## src/rtl/PKG_pwm.sv

```systemverilog
// Shared PWM definitions: on/off enable type, capture FSM states, counter width
// and glitch-filter length defaults.
`ifndef PWMCOUNT_WIDTH
`define PWMCOUNT_WIDTH 16
`endif
`ifndef CAPFILT_LEN
`define CAPFILT_LEN 4
`endif

package PKG_pwm;

  typedef enum logic {
    PWM_OFF = 1'b0,
    PWM_ON  = 1'b1
  } _pwm_onoff;

  typedef enum logic [1:0] {
    IDLE,
    WAIT_RISE,
    HIGH,
    LOW
  } _cap_state;

  localparam int CAP_CNT_WIDTH   = `PWMCOUNT_WIDTH;
  localparam int CAP_SYNC_STAGES = 2;
  localparam int CAP_FILT_LEN    = `CAPFILT_LEN;

endpackage

```

## src/rtl/pwm_edge_sync.sv

```systemverilog
// Input conditioning for the capture block: synchronizer, polarity select,
// optional glitch filter (PWMCAP_FILTER_EN) and one-cycle rise/fall pulses.
module pwm_edge_sync
  import PKG_pwm::*;
#(
  parameter int SYNC_STAGES = CAP_SYNC_STAGES
`ifdef PWMCAP_FILTER_EN
  ,
  parameter int FILT_LEN = CAP_FILT_LEN
`endif
) (
  input  logic clk,
  input  logic reset,
  input  logic pwm_in,
  input  logic logic_in,
  output logic rise,
  output logic fall
);

  logic [SYNC_STAGES-1:0] sync_q, sync_d;
  logic                   lvl_raw;
  logic                   lvl_filt;
  logic                   prev_q, prev_d;

  always_comb begin
    sync_d = {sync_q[SYNC_STAGES-2:0], pwm_in};
  end

  // NOTE: state registers use non-blocking assignments so every flop samples
  // the pre-edge value of its neighbour; blocking here would collapse the chain.
  always_ff @(posedge clk) begin
    if (reset) sync_q <= '0;
    else       sync_q <= sync_d;
  end

  assign lvl_raw = sync_q[SYNC_STAGES-1] ^ logic_in;

`ifdef PWMCAP_FILTER_EN
  localparam int FCW = $clog2(FILT_LEN + 1);

  logic [FCW-1:0] fcnt_q, fcnt_d;
  logic           filt_q, filt_d;

  // Level flips only after FILT_LEN consecutive samples disagree with it.
  always_comb begin
    fcnt_d = '0;
    filt_d = filt_q;
    if (lvl_raw != filt_q) begin
      if (fcnt_q == FCW'(FILT_LEN - 1)) filt_d = lvl_raw;
      else                              fcnt_d = fcnt_q + 1'b1;
    end
  end

  always_ff @(posedge clk) begin
    if (reset) begin
      fcnt_q <= '0;
      filt_q <= 1'b0;
    end else begin
      fcnt_q <= fcnt_d;
      filt_q <= filt_d;
    end
  end

  assign lvl_filt = filt_q;
`else
  assign lvl_filt = lvl_raw;
`endif

  always_comb begin
    prev_d = lvl_filt;
  end

  always_ff @(posedge clk) begin
    if (reset) prev_q <= 1'b0;
    else       prev_q <= prev_d;
  end

  assign rise = lvl_filt & ~prev_q;
  assign fall = ~lvl_filt & prev_q;

endmodule

```

## src/rtl/pwm_capture_16bits.sv

```systemverilog
// PWM input capture: measures period and on-time of pwm_in in clk cycles.
// Optional glitch filter on the input path is enabled with PWMCAP_FILTER_EN.
module pwm_capture_16bits
  import PKG_pwm::*;
#(
  parameter int CNT_WIDTH   = CAP_CNT_WIDTH,
  parameter int SYNC_STAGES = CAP_SYNC_STAGES
`ifdef PWMCAP_FILTER_EN
  ,
  parameter int FILT_LEN = CAP_FILT_LEN
`endif
) (
  input  logic                 clk,
  input  logic                 reset,
  input  logic                 pwm_in,
  input  logic                 logic_in,
  input  _pwm_onoff            cap_onoff,
  output logic [CNT_WIDTH-1:0] period_out,
  output logic [CNT_WIDTH-1:0] ontime_out,
  output logic                 cap_valid,
  output logic                 timeout
);

  localparam logic [CNT_WIDTH-1:0] CNT_ONE = CNT_WIDTH'(1);
  localparam logic [CNT_WIDTH-1:0] CNT_MAX = '1;

  logic rise, fall;

  pwm_edge_sync #(
    .SYNC_STAGES(SYNC_STAGES)
`ifdef PWMCAP_FILTER_EN
    ,
    .FILT_LEN(FILT_LEN)
`endif
  ) u_edge_sync (
    .clk     (clk),
    .reset   (reset),
    .pwm_in  (pwm_in),
    .logic_in(logic_in),
    .rise    (rise),
    .fall    (fall)
  );

  _cap_state             state_q, state_d;
  logic [CNT_WIDTH-1:0]  cnt_q, cnt_d;
  logic [CNT_WIDTH-1:0]  on_lat_q, on_lat_d;
  logic [CNT_WIDTH-1:0]  period_q, period_d;
  logic [CNT_WIDTH-1:0]  ontime_q, ontime_d;
  logic                  valid_q, valid_d;
  logic                  timeout_q, timeout_d;

  // NOTE: every signal gets its hold value first so no path leaves it
  // unassigned; otherwise synthesis infers latches.
  always_comb begin
    state_d   = state_q;
    cnt_d     = cnt_q;
    on_lat_d  = on_lat_q;
    period_d  = period_q;
    ontime_d  = ontime_q;
    valid_d   = 1'b0;
    timeout_d = timeout_q;

    if (cap_onoff == PWM_OFF) begin
      state_d  = IDLE;
      cnt_d    = '0;
      on_lat_d = '0;
    end else begin
      unique case (state_q)
        IDLE: state_d = WAIT_RISE;

        WAIT_RISE: begin
          if (rise) begin
            cnt_d   = CNT_ONE;
            state_d = HIGH;
          end
        end

        HIGH: begin
          if (cnt_q == CNT_MAX) begin
            timeout_d = 1'b1;
            cnt_d     = '0;
            state_d   = WAIT_RISE;
          end else begin
            cnt_d = cnt_q + 1'b1;
            if (fall) begin
              on_lat_d = cnt_q;
              state_d  = LOW;
            end
          end
        end

        LOW: begin
          if (cnt_q == CNT_MAX) begin
            timeout_d = 1'b1;
            cnt_d     = '0;
            state_d   = WAIT_RISE;
          end else if (rise) begin
            period_d  = cnt_q;
            ontime_d  = on_lat_q;
            valid_d   = 1'b1;
            timeout_d = 1'b0;
            cnt_d     = CNT_ONE;
            state_d   = HIGH;
          end else begin
            cnt_d = cnt_q + 1'b1;
          end
        end

        default: state_d = IDLE;
      endcase
    end
  end

  always_ff @(posedge clk) begin
    if (reset) begin
      state_q   <= IDLE;
      cnt_q     <= '0;
      on_lat_q  <= '0;
      period_q  <= '0;
      ontime_q  <= '0;
      valid_q   <= 1'b0;
      timeout_q <= 1'b0;
    end else begin
      state_q   <= state_d;
      cnt_q     <= cnt_d;
      on_lat_q  <= on_lat_d;
      period_q  <= period_d;
      ontime_q  <= ontime_d;
      valid_q   <= valid_d;
      timeout_q <= timeout_d;
    end
  end

  assign period_out = period_q;
  assign ontime_out = ontime_q;
  assign cap_valid  = valid_q;
  assign timeout    = timeout_q;

endmodule

```

## config.mk

```make
export PLATFORM = sky130hd
export DESIGN_NAME = pwm_capture_16bits
export DESIGN_NICKNAME = d
export VERILOG_FILES = /design/src/rtl/PKG_pwm.sv /design/src/rtl/pwm_edge_sync.sv /design/src/rtl/pwm_capture_16bits.sv
export SDC_FILE = /design/constraint.sdc
export NUM_CORES = 1
export LEC_CHECK = 0
export BUFFER_PORTS_ARGS = -buffer_cell sky130_fd_sc_hd__buf_2
export CAP_MARGIN = 5
export CORE_MARGIN = 2
export CORE_UTILIZATION = 25
export CTS_BUF_LIST = sky130_fd_sc_hd__clkbuf_4 sky130_fd_sc_hd__clkbuf_8
export CTS_CLUSTER_DIAMETER = 80
export CTS_CLUSTER_SIZE = 28
export DETAILED_ROUTE_END_ITERATION = 12
export PLACE_DENSITY_LB_ADDON = 0.05
export SLEW_MARGIN = 10
export SYNTH_ARGS = -nofsm -noshare
export SYNTH_HDL_FRONTEND = slang
export SYNTH_SLANG_ARGS = --single-unit
```

## constraint.sdc

```tcl
create_clock -name clk -period 2.6 [get_ports clk]
set_clock_uncertainty 0.1 [all_clocks]
set_input_delay 0.52 -clock clk [delete_from_list [all_inputs] [get_ports clk]]
set_output_delay 0.52 -clock clk [all_outputs]
set_load 0.05 [all_outputs]
```

==> results of run 1 <==
==> power groups by stage <==
stage               combinational, mW  sequential (mW)  clock, mW
global placement               0.0677             1.12          0
floorplan                      0.0483             1.12          0
global route                   0.0740             1.10      0.890
CTS                            0.0675             1.10      0.847
finish                         0.0663             1.10      0.806
detailed placement             0.0674             1.12          0
==> cells in the final DEF (no fill, tap or decap), types with 5 or more instances in the layout <==
master	n
mux2i_1	32
a21oi_1	25
nand2_1	10
o21ai_1	11
dfxtp_1	71
nor4_1	6
nand3_1	22
nand4_1	7
clkbuf_8	11
nor2_1	7
o21ai_0	11
nand2b_1	64
buf_4	17
buf_2	38
xnor2_1	5
inv_1	7
==> worst min-delay path by stage <==
stage                                     start                          endpoint  slack, ns  cells past startpoint
2_1_floorplan  u_edge_sync.sync_q[0]$_SDFF_PP0_  u_edge_sync.sync_q[1]$_SDFF_PP0_       0.31                      1
3_3_place_gp   u_edge_sync.sync_q[0]$_SDFF_PP0_  u_edge_sync.sync_q[1]$_SDFF_PP0_       0.33                      1
3_5_place_dp   u_edge_sync.sync_q[0]$_SDFF_PP0_  u_edge_sync.sync_q[1]$_SDFF_PP0_       0.33                      1
4_1_cts                                  pwm_in  u_edge_sync.sync_q[0]$_SDFF_PP0_       0.25                      2
5_1_grt                                  pwm_in  u_edge_sync.sync_q[0]$_SDFF_PP0_       0.26                      2
6_report                                 pwm_in  u_edge_sync.sync_q[0]$_SDFF_PP0_       0.27                      2
==> metrics by stage <==
stage                     util, %  instance area, um2  total power [mW]  cells
final                        30.7                3720              1.97    554
after global routing         30.7                3720              2.06    554
after CTS                    30.7                3720              2.01    554
after detailed placement     29.3                3550              1.19    540
after global placement       29.3                3550              1.19    540
after floorplan                 -                3130              1.17    340
==> cells in the mapped netlist <==
cell	count	share of area, %
dfxtp_1	71	45
nand2b_1	64	13
mux2i_1	32	10
a21oi_1	25	4.0
nand3_1	22	3.5
clkbuf_1	15	1.8
o21ai_0	11	1.8
o21ai_1	11	1.8
nand2_1	10	1.2
inv_1	7	0.84
nand4_1	7	1.4
nor2_1	7	0.84
nor4_1	6	1.2
xnor2_1	5	1.4
a31oi_1	4	0.80
buf_2	4	0.64
nor2b_1	4	0.80
nor3_1	4	0.64
or4_1	4	0.96
buf_4	3	0.72
o31ai_1	3	0.72
o211ai_1	2	0.48
o221a_1	2	0.72
o31a_1	2	0.56
or3_1	2	0.40
xor2_1	2	0.56
a311oi_1	1	0.28
buf_6	1	0.36
ha_1	1	0.40
inv_2	1	0.12
nand4_2	1	0.40
nor3_4	1	0.52
nor4_2	1	0.40
nor4_4	1	0.68
o21a_1	1	0.24
or2b_1	1	0.24
or3_4	1	0.36
==> state kept, by name, indices dropped and copies added, names as in the netlist <==
register	flops
u_edge_sync.prev_q	1
on_lat_q	16
u_edge_sync.sync_q	2
period_out	16
timeout	1
cap_valid	1
ontime_out	16
state_q	2
cnt_q	16
==> layer usage <==
metal  wire [um]  vias up  track usage, %
li1            -     1279               -
met1        4100     1156            18.1
met2        3670       42            20.7
met3         366       10            4.34
met4         145        0            4.68
met5           0        -               0
==> logic make-up after synthesis <==
kind of cell / synth area share (%)
AOI/OAI and AO/OA: 11.3
buffers and inverters: 4.47
DFF: 45.3
muxes: 10.2
xor gates and xnor gates: 1.96
adders and majority gates: 0.399
and+or+nand+nor: 26.3
==> cell type report <==
type / instances / share of cell area [%]
clock buffer: 11 / 4.07
timing repair buffer: 55 / 8.53
sequential: 71 / 38.2
tap: 168 / 5.65
clock inverter: 3 / 0.538
multi-input combinational: 238 / 42.2
inverter: 8 / 0.806
==> metrics.cfg, run 1 <==
[status]
status = finished, final reports clean

[timing]
setup_tns_ns = 0
slew-limit-headroom_pct = 63.7
setup_viol = 0
finalCritPeriodShare_pct = 82.6
fin_ws_ns = 0.451
tightest_slew_ns = 0.541
timing.fmax_mhz = 465
timing.hold.ws_ns = 0.271
rsz0062_at_grt = false
hold_viol_final = 0
slew_violations = 0
period_minus_slack_ns = 2.15

[clock_network]
cts_hold_buf = 0
clockRootBuffer = clkbuf_8
cts_tree = yes
cts_sinks = 71
post_cts_buffers = 0
clk_latency_ns = 0.36
htreeDepth = 3
cts.clk_slew.worst_paths_ns = 0.07
numCtsBuffers = 9
cts-resized-gates = 0
cts_buffer_depth = 2

[synth]
ys_ff_latch = 71
synth.distinct_cells = 37
syn_area_mm2 = 0.00313
avgSynthCellArea_um2 = 9.22
syn_inst = 340
synth_fp_nets = 346
synth_warnings = 0
ys_seq_area_share_pct = 45.3

[critical_path]
r2r-start = cnt_q[0]$_SDFFE_PP0P_
r2r_slack_ns = 0.45
path_max_fanout = 18
r2r_end = period_out[7]$_SDFFE_PP0P_
start_kind = flop
cpPeakStageDelay_ns = 0.54
worstSetupEndpoint = period_out[7]$_SDFFE_PP0P_
r2r_cells = 6
cp.arrival_ns = 2.29
cp_cell_sequence = ha_1 -> nand4_1 -> nor4_4 -> nor3_4 -> buf_4 -> mux2i_1
critPathBufInv = 1
critical_path_depth = 6
path_delay_family = simple AND/OR/NAND/NOR gates
worstSetupPathType = flop to flop
end_kind = flop
startpoint = cnt_q[0]$_SDFFE_PP0P_
critical_path.slowest_cell = dfxtp_1
critPathRequiredTime_ns = 2.74

[die]
die_area_mm2 = 0.0134
dieWidth_um = 116
die_y_um = 116
rows = 40
coreArea_mm2 = 0.0121
initial_core_util_pct = 25.9
io_pins = 39

[hold_path]
hold_path_class = primary input to flop

[finish]
areaGrowthSynthToFinish_pct = 18.8
regArea_mm2 = 0.00142
antennaDiodeCount = 0
drive_gt1_share_pct = 19.4
fillers = 1335
fin_nets = 389
multi_input_area_mm2 = 0.00157

[route]
finalWirelength_mm = 8.27
postRouteAntennaNets = 0
drc = 0
num_vias = 2487
via_per_inst = 4.49
drtPass1Iterations = 4
wl_per_cell_um = 14.9
first_iter_violations = 107

[pwr]
pwr-share-comb_pct = 3.4
pwr-share-clk_pct = 40.9
p_sw_uw = 464
p_sw_share_pct = 23.6
leakagePower_nw = 1.23
p_seq_share_pct = 55.7
p_per_area_mw_per_mm2 = 529
ir_drop_mv = 0.183
internal-power_mw = 1.50

[job]
maxCapViolCount = 0

[placement]
dp_hpwl_mm = 5.67
gp_congestion = 0.737
port_buffers = 38
dp_slack_ns = 0.421

[global_route]
overflow = 0
grt_util_all_layers_pct = 13.6
antenna_found_initial = 0
grt_first_pass_wirelength_mm = 13.8
grt_start_max_net_pins = 65
grt_pass1_vias = 2565

Note: power is estimated with default switching activity, not from simulation.
==> inputs of run 2 (changes only) <==
==> constraint.sdc (replaced) <==
create_clock -name clk -period 1.9 [get_ports clk]
set_clock_uncertainty 0.1 [all_clocks]
set_input_delay 0.38 -clock clk [delete_from_list [all_inputs] [get_ports clk]]
set_output_delay 0.38 -clock clk [all_outputs]
set_load 0.05 [all_outputs]
==> run 2 against run 1 <==
Compared with the run above:
- clock-buffer cell count grew 2
- routed wire length grew 3.9%
- hold slack lost 0.15 ns
- sequential cell count is the same
- combinational power grew 69%
- critical path type unchanged
- final cell count grew 4.5%
- largest power group unchanged
- critical path depth grew 1
- first-iteration DRC count grew 54%
- fmax grew 21%
- power grew 55%
==> metrics.cfg, run 2 (synthesis gave the netlist of run 1 again) <==
[finish]
drive_gt1_share_pct = 24.3
antennaDiodeCount = 0
fin_nets = 412
final_common_cell = dfxtp_1
areaGrowthSynthToFinish_pct = 27.9
final_util_pct = 33.1
mostFrequentLayoutCells = dfxtp_1 (71), nand2b_1 (64), buf_2 (38)

[route]
finalWirelength_mm = 8.60
num_vias = 2603
first_iter_violations = 165
via_per_inst = 4.50
postRouteAntennaNets = 0
drtPass1Iterations = 4
wl_per_cell_um = 14.9
drc = 0

[die]
io_pins = 39
die_area_mm2 = 0.0134
rows = 40
die_y_um = 116
coreArea_mm2 = 0.0121
dieWidth_um = 116
initial_core_util_pct = 25.9

[global_route]
overflow = 0
grt_start_max_net_pins = 65
antenna_found_initial = 0
grt_util_all_layers_pct = 14.2
grt_first_pass_wirelength_mm = 14.2
grt_pass1_vias = 2630

[pwr]
ir_drop_mv = 0.243
p_per_area_mw_per_mm2 = 759
leakagePower_nw = 1.41
pwr-share-clk_pct = 47.1
internal-power_mw = 2.38
pwr-share-comb_pct = 3.7
p_sw_uw = 659
p_seq_share_pct = 49.2
p_sw_share_pct = 21.7

[critical_path]
cp.arrival_ns = 1.96
critPathRequiredTime_ns = 2.09
path_max_fanout = 18
start_kind = flop
worstSetupPathType = flop to flop
end_kind = flop

[status]
status = finished, final reports clean

[timing]
tightest_slew_ns = 0.452
timing.fmax_mhz = 564
hold_viol_final = 0
period_minus_slack_ns = 1.77
setup_tns_ns = 0
rsz0062_at_grt = false
slew_violations = 0
slew-limit-headroom_pct = 69.6
finalCritPeriodShare_pct = 93.4
setup_viol = 0

[clock_network]
cts_hold_buf = 0
clockRootBuffer = clkbuf_8
cts_buffer_depth = 2
numCtsBuffers = 9
htreeDepth = 3
cts_tree = yes
cts_sinks = 71
clk_latency_ns = 0.37
cts.clk_slew.worst_paths_ns = 0.08

[placement]
port_buffers = 38
dp_hpwl_mm = 6.01
gp_congestion = 0.757

[hold_path]
hold_path_class = primary input to flop

[job]
maxCapViolCount = 0

==> run 2: changes by cell type in the layout (fill, tap and decap cells not counted), sizes merged <==
| cell | before | now |
|---|---|---|
| clkbuf | 11 | 13 |
| clkinvlp | 2 | 0 |
| bufinv | 0 | 2 |
| buf | 55 | 78 |
==> run 2: final cells by class <==
type	instances	area [um2]
Clock inverter	3	65.1
Fill cell	1323	8100
Clock buffer	13	166
Tap cell	168	210
Timing Repair Buffer	78	536
Inverter	8	30.0
Sequential cell	71	1420
Multi-Input combinational cell	238	1580
==> run 2: worst max-delay path, stage by stage, from the launching register on <==
cell and delay, ns:
dfxtp_1 0.32, ha_1 0.22, nand4_1 0.14, nor4_4 0.05, buf_6 0.15, nor3_4 0.28, buf_12 0.22, mux2i_1 0.20
==> run 2: per-stage QoR <==
| stage | worst slack (ns) | hold slack (ns) | cells | power, mW | cell area (um2) |
|---|---|---|---|---|---|
| CTS | 0.0401 | 0.102 | 579 | 3.09 | 3990 |
| finish | 0.126 | 0.119 | 579 | 3.04 | 4010 |
| detailed placement | -0.0633 | 0.328 | 562 | 1.65 | 3750 |
| floorplan | 0.00736 | 0.314 | 340 | 1.60 | 3130 |
| global route | 0.0104 | 0.134 | 579 | 3.17 | 4010 |
| global placement | 0.00470 | 0.324 | 562 | 1.65 | 3750 |
==> run 2: timing repair <==
| item | 4_1_cts | 5_1_grt |
|---|---|---|
| endpoints found under the setup margin | 33 | 56 |
| pin swaps | 1 | 2 |
| buffers inserted | 1 | 0 |
| resized for setup | 0 | 3 |
| endpoints found under the hold margin | 0 | 0 |
==> run 2: per-layer routing <==
metal / vias to the layer above / routed length, um / global-route usage, %
li1: 1320 / - / -
met4: 0 / 248 / 7.86
met1: 1222 / 4340 / 19.3
met3: 16 / 265 / 3.45
met2: 45 / 3740 / 20.6
met5: - / 0 / 0
==> run 2: power by group through the flow <==
stage	clock [mW]	sequential [mW]	combinational, mW
5_1_grt	1.55	1.50	0.123
3_5_place_dp	0	1.53	0.113
2_1_floorplan	0	1.53	0.0661
4_1_cts	1.48	1.50	0.114
6_report	1.43	1.50	0.112
3_3_place_gp	0	1.53	0.114
==> run 2: worst paths after layout <==
path                                     from                          endpoint  slack (ns)  cells after the start
max                     cnt_q[0]$_SDFFE_PP0P_        period_out[4]$_SDFFE_PP0P_        0.13                      7
max reg2reg             cnt_q[0]$_SDFFE_PP0P_        period_out[4]$_SDFFE_PP0P_        0.13                      7
min                                    pwm_in  u_edge_sync.sync_q[0]$_SDFF_PP0_        0.12                      2
min reg2reg  u_edge_sync.sync_q[0]$_SDFF_PP0_  u_edge_sync.sync_q[1]$_SDFF_PP0_        0.34                      1
